$ cat src/rtl/ifu_iccm_dma_ctl.sv
// ICCM DMA/debug initiator: turns single-outstanding byte/half/word/dword requests into
// ICCM read, write and read-modify-write cycles, with SECDED encode on write and correct on read.
module ifu_iccm_dma_ctl #(
    parameter int ICCM_BITS = 16
) (
    input  logic                 clk,
    input  logic                 rst,
    input  logic                 req_valid,
    output logic                 req_ready,
    input  logic                 req_write,
    input  logic [ICCM_BITS-1:0] req_addr,
    input  logic [2:0]           req_size,
    input  logic [63:0]          req_wdata,
    output logic                 rsp_valid,
    input  logic                 rsp_ready,
    output logic [63:0]          rsp_rdata,
    output logic                 rsp_sberr,
    output logic                 rsp_err,
    output logic                 iccm_rden,
    output logic                 iccm_wren,
    output logic [ICCM_BITS-3:0] iccm_rw_addr,
    output logic [2:0]           iccm_wr_size,
    output logic [77:0]          iccm_wr_data,
    input  logic [155:0]         iccm_rd_data
);

    localparam logic [2:0] IDLE = 3'd0;
    localparam logic [2:0] RD   = 3'd1;
    localparam logic [2:0] CHK  = 3'd2;
    localparam logic [2:0] WR   = 3'd3;
    localparam logic [2:0] RSP  = 3'd4;

    typedef struct packed {
        logic        dbl;
        logic        sgl;
        logic [31:0] data;
    } dec_t;

    // Hamming(38,32) over codeword positions 1..38 with data at the non-power-of-two
    // positions, plus ecc[6] as overall parity so that any clean codeword XORs to zero.
    function automatic logic [6:0] rvecc_encode(input logic [31:0] d);
        logic [6:0] e;
        int         k;
        e = '0;
        k = 0;
        for (int p = 1; p < 39; p++) begin
            if ((p & (p - 1)) != 0) begin
                for (int i = 0; i < 6; i++) begin
                    if (p[i]) e[i] = e[i] ^ d[k];
                end
                k++;
            end
        end
        e[6] = ^{d, e[5:0]};
        return e;
    endfunction

    function automatic dec_t rvecc_decode(input logic [38:0] cw);
        dec_t       r;
        logic [6:0] e;
        logic [5:0] syn;
        logic       par;
        int         k;
        r.data = cw[31:0];
        e      = rvecc_encode(cw[31:0]);
        syn    = e[5:0] ^ cw[37:32];
        par    = ^cw;
        r.sgl  = par;
        r.dbl  = !par && (syn != 6'd0);
        k      = 0;
        for (int p = 1; p < 39; p++) begin
            if ((p & (p - 1)) != 0) begin
                if (par && (p[5:0] == syn)) r.data[k] = ~r.data[k];
                k++;
            end
        end
        return r;
    endfunction

    logic [2:0]  state;
    logic        r_write;
    logic [1:0]  r_size;
    logic [3:0]  r_addr;
    logic [15:0] r_wdata;

    logic        misaligned;
    logic [38:0] enc_lo;
    logic [38:0] enc_hi;
    logic [77:0] pair;
    dec_t        dec0;
    dec_t        dec1;
    logic [31:0] sel_word;
    logic [31:0] shifted;
    logic [31:0] merged;
    logic [38:0] merged_cw;
    logic [63:0] rd_fmt;
    logic        chk_sb;
    logic        chk_db;
    logic        unused_size_bit;

    assign unused_size_bit = req_size[2];
    assign req_ready       = (state == IDLE);

    assign enc_lo = {rvecc_encode(req_wdata[31:0]), req_wdata[31:0]};
    assign enc_hi = {rvecc_encode(req_wdata[63:32]), req_wdata[63:32]};

    // NOTE: every always_comb output gets a default first so no path can infer a latch.
    always_comb begin
        misaligned = 1'b0;
        case (req_size[1:0])
            2'd1:    misaligned = req_addr[0];
            2'd2:    misaligned = |req_addr[1:0];
            2'd3:    misaligned = |req_addr[2:0];
            default: misaligned = 1'b0;
        endcase
    end

    assign pair = r_addr[3] ? iccm_rd_data[155:78] : iccm_rd_data[77:0];

    always_comb begin
        dec0     = rvecc_decode(pair[38:0]);
        dec1     = rvecc_decode(pair[77:39]);
        sel_word = r_addr[2] ? dec1.data : dec0.data;
        shifted  = sel_word >> {r_addr[1:0], 3'b000};

        rd_fmt = '0;
        case (r_size)
            2'd0:    rd_fmt = {56'd0, shifted[7:0]};
            2'd1:    rd_fmt = {48'd0, shifted[15:0]};
            2'd2:    rd_fmt = {32'd0, shifted};
            default: rd_fmt = {dec1.data, dec0.data};
        endcase

        if (r_size == 2'd3) begin
            chk_sb = dec0.sgl | dec1.sgl;
            chk_db = dec0.dbl | dec1.dbl;
        end else begin
            chk_sb = r_addr[2] ? dec1.sgl : dec0.sgl;
            chk_db = r_addr[2] ? dec1.dbl : dec0.dbl;
        end

        // Sub-word write merges into the corrected word so a single-bit error is scrubbed.
        merged = sel_word;
        if (r_size == 2'd0) merged[{r_addr[1:0], 3'b000} +: 8]  = r_wdata[7:0];
        else                merged[{r_addr[1], 4'b0000} +: 16] = r_wdata;
        merged_cw = {rvecc_encode(merged), merged};
    end

    // NOTE: sequential state is assigned only with non-blocking (<=) so every register
    // samples the pre-edge values of the others.
    always_ff @(posedge clk or posedge rst) begin
        if (rst) begin
            state        <= IDLE;
            r_write      <= 1'b0;
            r_size       <= 2'd0;
            r_addr       <= 4'd0;
            r_wdata      <= 16'd0;
            rsp_valid    <= 1'b0;
            rsp_rdata    <= 64'd0;
            rsp_sberr    <= 1'b0;
            rsp_err      <= 1'b0;
            iccm_rden    <= 1'b0;
            iccm_wren    <= 1'b0;
            iccm_rw_addr <= '0;
            iccm_wr_size <= 3'd0;
            iccm_wr_data <= 78'd0;
        end else begin
            case (state)
                IDLE: begin
                    if (req_valid) begin
                        r_write      <= req_write;
                        r_size       <= req_size[1:0];
                        r_addr       <= req_addr[3:0];
                        r_wdata      <= req_wdata[15:0];
                        iccm_rw_addr <= req_addr[ICCM_BITS-1:2];
                        rsp_rdata    <= 64'd0;
                        rsp_sberr    <= 1'b0;
                        rsp_err      <= 1'b0;
                        if (misaligned) begin
                            rsp_err   <= 1'b1;
                            rsp_valid <= 1'b1;
                            state     <= RSP;
                        end else if (req_write && req_size[1]) begin
                            iccm_wren    <= 1'b1;
                            iccm_wr_size <= {1'b0, req_size[1:0]};
                            iccm_wr_data <= req_size[0] ? {enc_hi, enc_lo} : {enc_lo, enc_lo};
                            state        <= WR;
                        end else begin
                            iccm_rden <= 1'b1;
                            state     <= RD;
                        end
                    end
                end
                RD: begin
                    iccm_rden <= 1'b0;
                    state     <= CHK;
                end
                CHK: begin
                    rsp_sberr <= chk_sb;
                    if (!r_write) begin
                        rsp_rdata <= rd_fmt;
                        rsp_err   <= chk_db;
                        rsp_valid <= 1'b1;
                        state     <= RSP;
                    end else if (chk_db) begin
                        rsp_err   <= 1'b1;
                        rsp_valid <= 1'b1;
                        state     <= RSP;
                    end else begin
                        iccm_wren    <= 1'b1;
                        iccm_wr_size <= 3'd2;
                        iccm_wr_data <= {merged_cw, merged_cw};
                        state        <= WR;
                    end
                end
                WR: begin
                    iccm_wren <= 1'b0;
                    rsp_valid <= 1'b1;
                    state     <= RSP;
                end
                RSP: begin
                    if (rsp_ready) begin
                        rsp_valid <= 1'b0;
                        state     <= IDLE;
                    end
                end
                default: state <= IDLE;
            endcase
        end
    end

endmodule

$ cat config.mk
export PLATFORM = sky130hd
export DESIGN_NAME = ifu_iccm_dma_ctl
export DESIGN_NICKNAME = d
export VERILOG_FILES = /design/src/rtl/ifu_iccm_dma_ctl.sv
export SDC_FILE = /design/constraint.sdc
export NUM_CORES = 1
export LEC_CHECK = 0
export CAP_MARGIN = 20
export CORE_MARGIN = 5
export CORE_UTILIZATION = 25
export DETAILED_ROUTE_END_ITERATION = 10
export HOLD_SLACK_MARGIN = 0.06
export PLACE_DENSITY = 0.54
export REMOVE_ABC_BUFFERS = 1
export SETUP_SLACK_MARGIN = 0.2
export SYNTH_ARGS = -nofsm -noshare
export SYNTH_HDL_FRONTEND = slang
export SYNTH_SLANG_ARGS = --single-unit
$ cat constraint.sdc
create_clock -name clk -period 7.85 [get_ports clk]
set_input_delay 1.57 -clock clk [delete_from_list [all_inputs] [get_ports clk]]
set_output_delay 1.57 -clock clk [all_outputs]
set_load 0.01 [all_outputs]
==> key figures, run 1 <==
Run status
  – Outcome: finished, final reports clean

Layout
  – Cell Count, Final, Fillers Out: 3105
  – Layout cell share with drive strength beyond 1: approximately 7.6%
  – Synthesis-to-layout area growth: 35.15%
  – Number of nets in the final layout: approximately 2500

Detailed routing
  – Top layer used by detailed routing: met4
  – Wl on met1: approximately 32 mm
  – Residual DRC: 0
  – Number of violations reported at the end of detailed-routing iteration 0: ~1400
  – Routed length on met3: around 4.6 mm
  – Detailed-router iteration count before antenna repair: 6
  – Total vias in the final route: approximately 16000
  – Total Wirelength: approximately 74 mm
  – Routed wire per std cell: between 20 and 25 um
  – Number of vias per cell: around 5.0
  – Post-DRT Antenna Nets: 0
  – Wire length on met2: about 36 mm

Place
  – Number of placed instances with taps included: about 3100
  – Final Wtd Congestion: 0.9534
  – IO Port Bufs: between 400 and 500
  – Dpl hpwl: about 60 mm

Floorplan
  – Core ar.: 0.06598 sq mm
  – Die W: roughly 270 um
  – Total die area: around 0.072 sq mm
  – Initial Utilization: approximately 25%
  – I/O pins: roughly 400
  – Site row count: 94
  – Die Height: 268.2 um

Timing
  – RSZ-0062 raised after global routing: no
  – Finish-stage setup viols: 0
  – Max Transition Viols Final: 0
  – Final worst path period share: 90.15%
  – Min Tclk post-route: 7.077 ns
  – Worst slew margin relative to its limit: 31.00%
  – Final number of hold-violating endpoints: 0
  – Final worst clock skew: roughly 0.021 ns
  – Slew at the pin with the worst max-slew slack: 1.035 ns
  – Achievable clock frequency: between 100 and 150 MHz

Clocking
  – H-Tree Level Count: 4
  – Clock Pin Slew Worst Setup and Hold Paths: 0.09 ns
  – Sinks on Clock Net: 187
  – Insertion delay of the later-clocked pin in the worst-skew pair: approximately 0.49 ns
  – Clk root buf: clkbuf_16
  – Hold buffer count at CTS: 0
  – TritonCTS clock tree: yes
  – Resized Gates After CTS: 0
  – Maximum clock path buffer count: 2
  – Setup Buffers After CTS: 0
  – Number of CTS-inserted buffers: 17

Critical path
  – CP peak stage delay: around 0.96 ns
  – Critical Path AT: around 7.5 ns
  – Type of element launching the critical path: input pin
  – Critical Path Sink Type: register
  – Largest fanout on the critical path: 10
  – Crit path buf inv count: 2
  – Cells traversed along the worst timing path: clkdlybuf4s50_1, xor2_1, mux2i_1, buf_4, xnor3_1, xnor2_1, xnor3_2, mux2i_4, nand3_1, xor2_1, a222oi_1, xnor2_1, xnor2_2, xnor3_1, xnor3_2, xnor3_1, o221ai_1
  – Required time worst endpoint: between 8 and 9 ns
  – Cell type of the slowest stage on the worst timing path: a222oi_1
  – Worst Setup Path Type: in2reg
  – Family with the most delay on the worst path: XOR/XNOR gates
  – Most Frequent Cell on Critical Path: xnor3_1

GRT
  – Congestion Overflow GR: 0
  – Wire length of the first global-routing pass: 106.0 mm
  – Total global routing track utilization: between 10% and 20%
  – Largest net degree at the start of global routing: 130
  – Number of antenna violations at the first check in global routing: 2
  – Vias in the first global route: between 15000 and 20000

Synthesis
  – Most instantiated cells after synthesis: 265 x nand2_1, 218 x xnor2_1, 187 x dfrtp_1
  – Area fraction of the dominant cell type after synthesis: between 20% and 30%
  – Number of different library cells in the post-synthesis netlist: 74
  – Most frequent cell after synthesis: nand2_1
  – Sequential fraction of the synthesis area: 28.08%
  – Dominant cell type by area after synthesis: dfrtp_1
  – Ys flop type: dfrtp_1
  – Number of flops mapped to enable cells by yosys: 0
  – Share of flip-flops with an asynchronous set or reset after synthesis: 100.0%
  – Number of synthesized register bits: roughly 190
  – Avg Inst Size Synth: 9.008 sq um
  – Cell types with the largest area share after synthesis: dfrtp_1 28%, xnor2_1 11%, mux2i_1 9.6%
  – Count of mapped cells out of synthesis: ~1900
  – Number of warnings issued by yosys: 0
  – Synthesized cell area: between 0.015 and 0.02 sq mm

Min path
  – Min-delay worst type: reg2reg

Job
  – Maximum Capacitance Violations: 0
-- cells in the final DEF, fill, tap and decap left out, types with 46 or more instances in the layout --
| cell type | instances |
|---|---|
| xor2_1 | 158 |
| a21oi_1 | 67 |
| nand2_1 | 262 |
| dfrtp_1 | 186 |
| nand3_1 | 46 |
| o21ai_0 | 111 |
| clkdlybuf4s50_1 | 405 |
| xnor2_1 | 218 |
| buf_4 | 65 |
| mux2i_1 | 160 |
| nor2_1 | 87 |
-- flip-flops by register name (all words and copies together) (netlist names) --
register      flops
iccm_rden         1
iccm_rw_addr     13
iccm_wr_data     78
iccm_wr_size      2
iccm_wren         1
r_addr            3
r_size            2
r_wdata          16
r_write           1
rsp_err           1
rsp_rdata        64
rsp_sberr         1
rsp_valid         1
state             3
-- path summary, 6_finish.rpt --
check | startpoint | end | slack, ns | depth (start not counted)
min reg2reg | iccm_wr_data[52] | iccm_wr_data[52] | 0.48 | 1
min in group asynchronous | rst | rsp_rdata[50] | 1.69 | 2
min | iccm_wr_data[52] | iccm_wr_data[52] | 0.48 | 1
max | iccm_rd_data[127] | iccm_wr_data[38] | 0.77 | 17
max reg2reg | iccm_rw_addr[1] | iccm_wr_data[38] | 1.23 | 15
max in group asynchronous | rst | iccm_rw_addr[1] | 4.63 | 3
-- layout make-up --
cell class | instances | area, sq um
fill | 6765 | 43460
antenna | 1 | 2.502
clock buffer | 18 | 439.2
multi-input combinational | 1533 | 11460
inverter | 11 | 53.80
clock inverter | 14 | 155.1
timing repair buffer | 477 | 4652
tap | 864 | 1081
sequential | 187 | 4683
-- kinds of logic after synthesis --
kind of cell	Yosys count	synth area share [%]
xor+xnor	430	26.86
buf+inv	130	3.349
mux	195	12.18
flops	187	28.08
compound gates	369	14.65
fa+ha+maj	5	0.3754
simple gates	533	14.48
other cells	1	0.02250
-- per-stage QoR --
stage / instance area, sq um / worst slack, ns / utilization, % / hold slack (ns) / TNS [ns]
2_1_floorplan: 16150 / -0.8849 / - / 0.4667 / -57.43
3_3_place_gp: 21920 / 0.4829 / 33.22 / 0.4509 / 0
3_5_place_dp: 21920 / 0.3023 / 33.22 / 0.4630 / 0
4_1_cts: 22520 / 0.8380 / 34.12 / 0.4834 / 0
5_1_grt: 22520 / 0.5879 / 34.13 / 0.4973 / 0
6_report: 22520 / 0.7734 / 34.14 / 0.4797 / 0
-- metal layers --
metal,global-route usage (%),vias to the layer above
met5,0,-
met4,5.842,0
met3,4.230,80
met2,33.09,520
met1,25.58,7697
li1,-,7255
Power of run 1 is left out: the tool's default activity adds up to more than one toggle a clock period on the data nets, which glitch-free logic cannot reach.
==> run 2, diff against run 1 <==
--- a/config.mk
+++ b/config.mk
@@ -8,6 +8,7 @@
 export CAP_MARGIN = 20
 export CORE_MARGIN = 5
 export CORE_UTILIZATION = 25
+export CTS_CLUSTER_SIZE = 20
 export DETAILED_ROUTE_END_ITERATION = 10
 export HOLD_SLACK_MARGIN = 0.06
 export PLACE_DENSITY = 0.54
==> results of run 2 <==
The final DEF is identical to that of run 1; final timing and power are the same.
Power of run 2 is left out for the same reason.
==> run 3, diff against run 2 <==
--- a/config.mk
+++ b/config.mk
@@ -12,7 +12,6 @@
 export DETAILED_ROUTE_END_ITERATION = 10
 export HOLD_SLACK_MARGIN = 0.06
 export PLACE_DENSITY = 0.54
-export REMOVE_ABC_BUFFERS = 1
 export SETUP_SLACK_MARGIN = 0.2
 export SYNTH_ARGS = -nofsm -noshare
 export SYNTH_HDL_FRONTEND = slang
==> constraint.sdc (replaced) <==
create_clock -name clk -period 6.93 [get_ports clk]
set_input_delay 1.386 -clock clk [delete_from_list [all_inputs] [get_ports clk]]
set_output_delay 1.386 -clock clk [all_outputs]
set_load 0.01 [all_outputs]
==> run 3 against run 2 <==
Sequential share of layout area decreased by 0.58 points. Utilization up 0.97 points. Wire length increased by 4.7%. Worst hold slack lost 0.0037 ns. Flip-flop and latch count stayed put. Clock skew decreased by 0.0084 ns. Cell count is 2.5% higher. First-iteration DRC count grew 12%. Register-to-register slack got worse by 0.35 ns. Largest cell class unchanged.
==> key figures, run 3 (synthesized netlist as in run 1, its figures left out) <==
GRT
  – Congestion Overflow GR: 0 (unchanged)
  – Wire length of the first global-routing pass: 110.2 mm (was 106.0 mm)
  – Largest net degree at the start of global routing: 94 (was 130)
  – Number of antenna violations at the first check in global routing: 3 (was 2)
  – Vias in the first global route: 15770 (was 15550)
  – Total global routing track utilization: 20.70% (was 19.70%)

Synthesis
  – Post-synth net total: about 2100

Detailed routing
  – Residual DRC: 0 (unchanged)
  – Routed wire per std cell: 24.37 um (was 23.86 um)
  – Detailed-router iteration count before antenna repair: 7 (was 6)
  – Number of vias per cell: 4.998 (was 5.009)
  – Post-DRT Antenna Nets: 0 (unchanged)
  – Number of violations reported at the end of detailed-routing iteration 0: 1523 (was 1354)
  – Total vias in the final route: 15910 (was 15550)
  – Total Wirelength: 77.57 mm (was 74.08 mm)

Layout
  – Number of nets in the final layout: 2552 (was 2476)
  – Max reg flops: 78 (unchanged)
  – Register with the most flip-flops: iccm_wr_data (unchanged)
  – Layout cell share with drive strength beyond 1: 10.75% (was 7.589%)
  – Area occupied by multi-input gates: 0.01151 sq mm (was 0.01146 sq mm)
  – Most frequent standard cell in the layout excluding fill and tap cells: clkdlybuf4s50_1 (unchanged)
  – Post-layout utilization of the core: 35.11% (was 34.14%)
  – Synthesis-to-layout area growth: 39.00% (was 35.15%)
  – Seq. cell area: 0.004683 sq mm (unchanged)
  – Filler cell count in the final layout: 6724 (was 6765)
  – Cell Count, Final, Fillers Out: 3183 (was 3105)
  – Commonest non-fill, non-tap cells in the layout: 405 x clkdlybuf4s50_1, 262 x nand2_1, 217 x xnor2_1, 186 x dfrtp_1, 159 x mux2i_1 (was 405 x clkdlybuf4s50_1, 262 x nand2_1, 218 x xnor2_1, 186 x dfrtp_1, 160 x mux2i_1)
  – Top Registers: iccm_wr_data (78), rsp_rdata (64), r_wdata (16) (unchanged)

Floorplan
  – Total die area: 0.07192 sq mm (unchanged)
  – Site row count: 94 (unchanged)
  – I/O pins: 409 (unchanged)
  – Die Height: 268.2 um (unchanged)
  – Initial Utilization: 25.26% (unchanged)
  – Core ar.: 0.06598 sq mm (unchanged)
  – Die W: 268.2 um (unchanged)

Critical path
  – Family with the most delay on the worst path: XOR/XNOR gates (unchanged)
  – Most Frequent Cell on Critical Path: xnor3_1 (unchanged)
  – Type of element launching the critical path: input pin (unchanged)
  – Cell depth of the worst setup path: 18 (was 17)
  – Worst Setup Path Type: in2reg (unchanged)
  – Largest fanout on the critical path: 5 (was 10)
  – R2r endpoint: iccm_wr_data[77] (was iccm_wr_data[38])
  – Minimum setup slack among reg-to-reg paths: 0.88 ns (was 1.23 ns)
  – Critical Path AT: 6.90 ns (was 7.48 ns)
  – Cells traversed along the worst timing path: clkdlybuf4s50_1, xnor3_1, mux2i_2, xnor2_1, xnor3_1, xnor3_2, buf_4, mux2i_4, nand3_1, xor2_4, a222oi_1, buf_4, xnor2_1, xnor3_1, xnor3_1, xnor3_2, xnor3_1, o221ai_1 (was clkdlybuf4s50_1, xor2_1, mux2i_1, buf_4, xnor3_1, xnor2_1, xnor3_2, mux2i_4, nand3_1, xor2_1, a222oi_1, xnor2_1, xnor2_2, xnor3_1, xnor3_2, xnor3_1, o221ai_1)
  – Required time worst endpoint: 7.32 ns (was 8.26 ns)
  – Cell type of the slowest stage on the worst timing path: clkdlybuf4s50_1 (was a222oi_1)
  – Critical Path Sink Type: register (unchanged)
  – Launch instance of the worst register-to-register path: iccm_rw_addr[1] (unchanged)
  – Capture point of the worst path: iccm_wr_data[77] (was iccm_wr_data[38])
  – Crit path from: iccm_rd_data[68] (was iccm_rd_data[127])
  – Cell depth of the worst flop-to-flop path: 17 (was 15)
  – CP peak stage delay: 0.49 ns (was 0.96 ns)
  – Crit path buf inv count: 3 (was 2)

Clocking
  – Number of CTS-inserted buffers: 17 (unchanged)
  – Clk root buf: clkbuf_16 (unchanged)
  – Hold buffer count at CTS: 0 (unchanged)
  – H-Tree Level Count: 4 (unchanged)
  – Insertion delay of the later-clocked pin in the worst-skew pair: 0.50 ns (was 0.49 ns)
  – Sinks on Clock Net: 187 (unchanged)
  – Maximum clock path buffer count: 2 (unchanged)
  – TritonCTS clock tree: yes (unchanged)
  – Clock Pin Slew Worst Setup and Hold Paths: 0.07 ns (was 0.09 ns)

Place
  – Final Wtd Congestion: 0.9816 (was 0.9534)
  – IO Port Bufs: 406 (unchanged)
  – Number of placed instances with taps included: 3144 (was 3071)
  – Dpl hpwl: 63.25 mm (was 59.96 mm)

Timing
  – Max Transition Viols Final: 0 (unchanged)
  – Final worst path period share: 93.89%
  – Setup total negative slack: 0 ns (unchanged)
  – Worst slew margin relative to its limit: 38.12% (was 31.00%)
  – Worst hold slack after final layout: 0.4760 ns (was 0.4797 ns)
  – Finish-stage setup viols: 0 (unchanged)
  – Slew at the pin with the worst max-slew slack: 0.9211 ns (was 1.035 ns)
  – RSZ-0062 raised after global routing: no (unchanged)
  – Final number of hold-violating endpoints: 0 (unchanged)
  – Final worst clock skew: 0.01250 ns (was 0.02088 ns)
  – Achievable clock frequency: about 150 MHz
  – Min Tclk post-route: 6.507 ns

Job
  – Maximum Capacitance Violations: 0 (unchanged)

Min path
  – Hold wc startpoint: iccm_wr_data[33] (was iccm_wr_data[52])
  – Min-delay worst type: reg2reg (unchanged)

Run status
  – Outcome: finished, final reports clean (unchanged)
[run 3: cell types whose count changed in the layout (fill, tap and decap cells not counted), moves of 2 or more]
cell,before,now
clkbuf_8,1,3
clkbuf_1,0,2
buf_4,65,142
clkinv_2,2,0
clkinv_8,2,0
diode_2,1,3
[run 3: worst min path at each step]
stage / cells past startpoint / end
2_1_floorplan: 2 / r_wdata[14]
3_3_place_gp: 1 / iccm_wr_size[1]
3_5_place_dp: 1 / iccm_wr_size[1]
4_1_cts: 2 / iccm_wr_data[16]
5_1_grt: 2 / iccm_wr_data[16]
6_report: 1 / iccm_wr_data[33]
[run 3: what timing repair did]
item / CTS / global route
setup endpoints to repair: 0 / 3
resized for setup: 0 / 6
setup buffers: 0 / 2
[run 3: area by class of cell]
cell class / instances / area share (%)
Antenna cell: 3 / 0.03241
Tap cell: 864 / 4.667
Clock buffer: 22 / 2.047
Multi-Input combinational cell: 1533 / 49.69
Inverter: 11 / 0.2323
Timing Repair Buffer: 553 / 22.56
Clock inverter: 10 / 0.5617
Sequential cell: 187 / 20.22
[run 3: per-stage QoR]
step           setup WS (ns)  instance area, sq um
6_report              0.4232                 23160
5_1_grt               0.2072                 23160
4_1_cts               0.3483                 23060
3_5_place_dp         -0.1325                 22450
3_3_place_gp        -0.06577                 22450
2_1_floorplan         0.4586                 16660
[run 3: per-layer routing]
metal | vias to the layer above | global-route usage (%) | wire, um
li1 | 7408 | - | -
met1 | 7873 | 27.65 | 33530
met2 | 532 | 34.18 | 37210
met3 | 96 | 3.827 | 4630
met4 | 0 | 6.395 | 2203
met5 | - | 0 | 0
Power of run 3 is left out for the same reason.
